File: src/rtl/lcd_seq_ctrl.sv
// HD44780 script sequencer: ROM words -> RS/DB with E-strobe timing; optional LCD_SEQ_REPEAT_EN reruns the script after a gap.
// Latency: POWERON_CYC after reset, then 1 + SETUP_CYC + E_PULSE_CYC + wait cycles per word; all outputs registered.
// Backpressure: none; the panel is write-only and is paced purely by the cycle counters.
module lcd_seq_ctrl #(
    parameter logic [23:0] POWERON_CYC    = 24'd750000,
    parameter logic [23:0] SETUP_CYC      = 24'd2,
    parameter logic [23:0] E_PULSE_CYC    = 24'd25,
    parameter logic [23:0] CMD_WAIT_CYC   = 24'd2500,
    parameter logic [23:0] CLEAR_WAIT_CYC = 24'd82000,
    parameter logic [8:0]  END_CODE       = 9'h0FF
`ifdef LCD_SEQ_REPEAT_EN
    ,
    parameter logic [23:0] REPEAT_GAP_CYC = 24'd25000000
`endif
) (
    input  logic       CLK,
    input  logic       RSTN,
    input  logic       restart,
    output logic [6:0] romaddr,
    input  logic [8:0] romq,
    output logic       lcd_e,
    output logic       lcd_rs,
    output logic       lcd_rw,
    output logic [7:0] lcd_db,
    output logic       busy,
    output logic       done
);

    typedef enum logic [2:0] {
        ST_POWERON,
        ST_FETCH,
        ST_SETUP,
        ST_PULSE,
        ST_WAIT,
        ST_DONE
    } state_t;

    state_t      state_q, state_d;
    logic [23:0] cnt_q, cnt_d;
    logic [6:0]  romaddr_q, romaddr_d;
    logic        rs_q, rs_d;
    logic [7:0]  db_q, db_d;
    logic        e_q, e_d;
    logic        busy_q, busy_d;
    logic        done_q, done_d;
    logic        clear_cmd;
    logic [23:0] wait_cyc;

    // Clear display / return home (01h-03h) need the long execution wait.
    assign clear_cmd = !rs_q && (db_q[7:2] == 6'd0) && (db_q != 8'd0);
    assign wait_cyc  = clear_cmd ? CLEAR_WAIT_CYC : CMD_WAIT_CYC;

    always_comb begin
        state_d   = state_q;
        cnt_d     = cnt_q + 24'd1;
        romaddr_d = romaddr_q;
        rs_d      = rs_q;
        db_d      = db_q;
        case (state_q)
            ST_POWERON: begin
                if (cnt_q == POWERON_CYC - 24'd1) begin
                    state_d = ST_FETCH;
                    cnt_d   = '0;
                end
            end
            ST_FETCH: begin
                cnt_d = '0;
                if (romq == END_CODE) begin
                    state_d = ST_DONE;
                end else begin
                    rs_d    = romq[8];
                    db_d    = romq[7:0];
                    state_d = ST_SETUP;
                end
            end
            ST_SETUP: begin
                if (cnt_q == SETUP_CYC - 24'd1) begin
                    state_d = ST_PULSE;
                    cnt_d   = '0;
                end
            end
            ST_PULSE: begin
                if (cnt_q == E_PULSE_CYC - 24'd1) begin
                    state_d = ST_WAIT;
                    cnt_d   = '0;
                end
            end
            ST_WAIT: begin
                if (cnt_q == wait_cyc - 24'd1) begin
                    cnt_d = '0;
                    if (romaddr_q == 7'd127) begin
                        state_d = ST_DONE;
                    end else begin
                        romaddr_d = romaddr_q + 7'd1;
                        state_d   = ST_FETCH;
                    end
                end
            end
            ST_DONE: begin
`ifdef LCD_SEQ_REPEAT_EN
                if (restart || (cnt_q == REPEAT_GAP_CYC - 24'd1)) begin
`else
                cnt_d = '0;
                if (restart) begin
`endif
                    state_d   = ST_FETCH;
                    romaddr_d = '0;
                    cnt_d     = '0;
                end
            end
            default: begin
                state_d = ST_POWERON;
                cnt_d   = '0;
            end
        endcase
        // Outputs are registered from the next state so they line up with the state they describe.
        e_d    = (state_d == ST_PULSE);
        busy_d = (state_d != ST_DONE);
        done_d = (state_d == ST_DONE);
    end

    always_ff @(posedge CLK) begin
        if (!RSTN) begin
            state_q   <= ST_POWERON;
            cnt_q     <= '0;
            romaddr_q <= '0;
            rs_q      <= 1'b0;
            db_q      <= '0;
            e_q       <= 1'b0;
            busy_q    <= 1'b1;
            done_q    <= 1'b0;
        end else begin
            state_q   <= state_d;
            cnt_q     <= cnt_d;
            romaddr_q <= romaddr_d;
            rs_q      <= rs_d;
            db_q      <= db_d;
            e_q       <= e_d;
            busy_q    <= busy_d;
            done_q    <= done_d;
        end
    end

    assign romaddr = romaddr_q;
    assign lcd_e   = e_q;
    assign lcd_rs  = rs_q;
    assign lcd_rw  = 1'b0;
    assign lcd_db  = db_q;
    assign busy    = busy_q;
    assign done    = done_q;

endmodule

File: config.mk
export PLATFORM = sky130hd
export DESIGN_NAME = lcd_seq_ctrl
export DESIGN_NICKNAME = d
export VERILOG_FILES = /design/src/rtl/lcd_seq_ctrl.sv
export SDC_FILE = /design/constraint.sdc
export NUM_CORES = 1
export LEC_CHECK = 0
export CAP_MARGIN = 30
export CORE_ASPECT_RATIO = 0.75
export CORE_UTILIZATION = 43
export DETAILED_ROUTE_END_ITERATION = 7
export PLACE_DENSITY = 0.62
export SLEW_MARGIN = 10
export SYNTH_ARGS = -nofsm -noshare
export SYNTH_HDL_FRONTEND = slang
export SYNTH_SLANG_ARGS = --single-unit
File: constraint.sdc
create_clock -name CLK -period 6.61 [get_ports CLK]
set_clock_uncertainty 0.2 [all_clocks]
set_input_delay 0.9915 -clock CLK [delete_from_list [all_inputs] [get_ports CLK]]
set_output_delay 0.9915 -clock CLK [all_outputs]
set_load 0.01 [all_outputs]
==> impl_metrics.yaml <==
pwr:
  ir_drop_mv: 0.0838
  power_leakage_nw: 0.908
  p_total_mw: 0.476
  powerDensity_nw_per_um2: 177
sta:
  fmax_ghz: 0.359
  rsz0062_at_grt: "no"
  worst_slew_pin_slew_ns: 0.629
  hold_violations: 0
  layout_min_cycle_time_ns: 2.79
  post-route-period-util_pct: 42.2
  fin_hold_ws_ns: 0.294
  setup-tns-final_ns: 0
  drv_slew: 0
  timing.final.ws_setup_ns: 3.82
  setup_violations: 0
  slew_headroom_pct: 57.7
final_layout:
  layout.cells.non_filler: 358
  area_delta_synth_final_pct: 19.8
  fin_nets: 313
  drive_gt1_share_pct: 7.05
  antenna_cells: 0
  utilization_pct: 54.3
  postLayoutCellArea_um2: 2690
worst_setup_path:
  end_kind: "flop"
  critPathMaxFanout: 13
  cp-start-kind: "flop"
  arrival_ns: 2.78
  path_class: "reg -> reg"
  worst-endpoint-required_ns: 6.60
die:
  die_h_um: 64.6
  placeableCoreArea_um2: 4950
  die_w_um: 85.4
  initial_core_util_pct: 45.3
  ios: 32
  num_rows: 22
  dieArea_um2: 5520
yosys:
  synth_top_area_cell: "dfxtp_1"
  synth_compound_area_share_pct: 9.48
  ys_ff_latch: 46
  synthMostInstantiatedCell: "dfxtp_1"
  netlist_area_um2: 2240
  synthSimpleGateAreaFrac_pct: 31.7
  synthTopCellsByCount: "dfxtp_1 (46), nor2_1 (44), nand2_1 (30)"
  synth_edf_count: 0
  ys_top_cells_by_area: "dfxtp_1 (41%), nor2_1 (7.4%), xnor2_1 (5.1%)"
  synth_cell_type_count: 44
  synth_nets: 282
  synthArstFlopShare_pct: 0
  synth_fa_ha_area_share_pct: 2.23
  synth_top_family_by_area: "simple AND/OR/NAND/NOR gates"
  synth_warnings: 0
  synth_top_area_share_pct: 41.0
  seq_area_frac_synth_pct: 41.0
  synthFlopType: "dfxtp_1"
  synth_xor_area_share_pct: 10.1
  syn_inst: 266
  avgSynthCellArea_um2: 8.44
  synth_mux_area_share_pct: 1.90
placed_design:
  placedCellCount: 349
  placed_area_um2: 2590
  port_buffers: 30
  dpl.hpwl_um: 3580
  dp_slack_ns: 3.61
  routabilityCongestion: 0.837
clock_network:
  cts_setup_buffers: 0
  clock_sinks: 46
  insertion_delay_ns: 0.29
  clkSlewWorstSetupHoldPaths_ns: 0.08
  cts_root_buf: "clkbuf_8"
  clk_path_buf_depth: 2
  h-tree-depth: 2
  numCtsBuffers: 5
  cts_tree: "yes"
  hold_buffers: 0
  post_cts_resized: 0
routing:
  drt-total-wl_um: 4880
  vias_per_cell: 5.33
  ant_nets: 0
  drt_iter0_drc: 177
  firstDrtPassIters: 4
  wl_per_cell_um: 13.6
  remaining_drc_errors: 0
  via_count: 1909
grt:
  grt_pass1_vias: 1745
  grt_antenna_before_repair: 0
  grt_max_degree: 25
  grt.total_usage_pct: 19.0
  grt-ovfl-total: 0
  grt_pass1_wl_um: 8310
run:
  max_cap_viol_count: 0
worst_hold_path:
  min_path_type: "reg -> reg"
run_status:
  status: "finished clean"
[placed cells by master, fill, tap and decap left out, types with 2 or more instances in the layout]
cell             count
a21boi_0             7
a21oi_1              2
and2_1               2
and3_1               5
and4_1               2
and4b_1              2
clkbuf_8             6
clkdlybuf4s50_1     30
dfxtp_1             46
ha_1                 4
inv_1                9
mux2i_1              2
nand2_1             30
nand3_1             17
nand3b_1             2
nand4_1             10
nor2_1              44
nor3_1               8
nor3_2               2
nor4_1               7
nor4bb_1             2
o21a_1               2
o21ai_0              2
o21ai_2              2
o221a_2              3
o31ai_1              2
or3_1                3
xnor2_1             13
xor2_1              13
[power breakdown]
group	total, mW	internal (mW)	switching, mW
registers	0.281	0.278	0.00239
clock network	0.175	0.0844	0.0905
logic	0.0205	0.0103	0.0101
[worst max-delay path: stages, from the launching register on]
cell	delay [ns]
dfxtp_1	0.36
or4_4	0.55
nor3_2	0.18
nand4_1	0.31
o21a_1	0.31
o21ai_2	0.48
buf_6	0.23
nor2_1	0.06
[worst paths after layout]
| kind | startpoint | end | slack [ns] | depth (start not counted) |
|---|---|---|---|---|
| setup / recovery | cnt_q[20] | cnt_q[12] | 3.82 | 7 |
| hold / removal | lcd_rs | lcd_rs | 0.29 | 2 |
| setup reg to reg | cnt_q[20] | cnt_q[12] | 3.82 | 7 |
| hold reg to reg | lcd_rs | lcd_rs | 0.29 | 2 |
[state kept, by name, indices dropped and copies added, names as in the netlist]
name and cells:
done 1, cnt_q 24, romaddr 7, busy 1
lcd_e 1, lcd_rs 1, state_q 3, lcd_db 8
[cells by family (layout without fill, tap and decap cells)]
logic type                 Yosys count  in the layout
other                                1              1
DFF                                 46             46
and+or+nand+nor                    141            141
AOI/OAI and AO/OA                   27             27
adders and majority gates            4              4
buffers and inverters               17             49
muxes                                4              4
xor gates and xnor gates            26             26
[cell type report]
cell class	instances	area, um2
repair buffers	32	319
clock inverters	1	5.00
fillers	484	2270
multi-input cells	203	1250
clock buffers	7	86.3
inverters	9	33.8
flip-flops and latches	46	921
well taps	60	75.1
[routing by layer]
metal  GRT usage (%)  routed length [um]  vias up
met4            6.25                  27        0
met2            25.2                1820       48
met5               0                   0        -
met1            29.6                2780      872
met3            4.33                 261        3
li1                -                   -      986
Power figures use the tool's default switching activity.
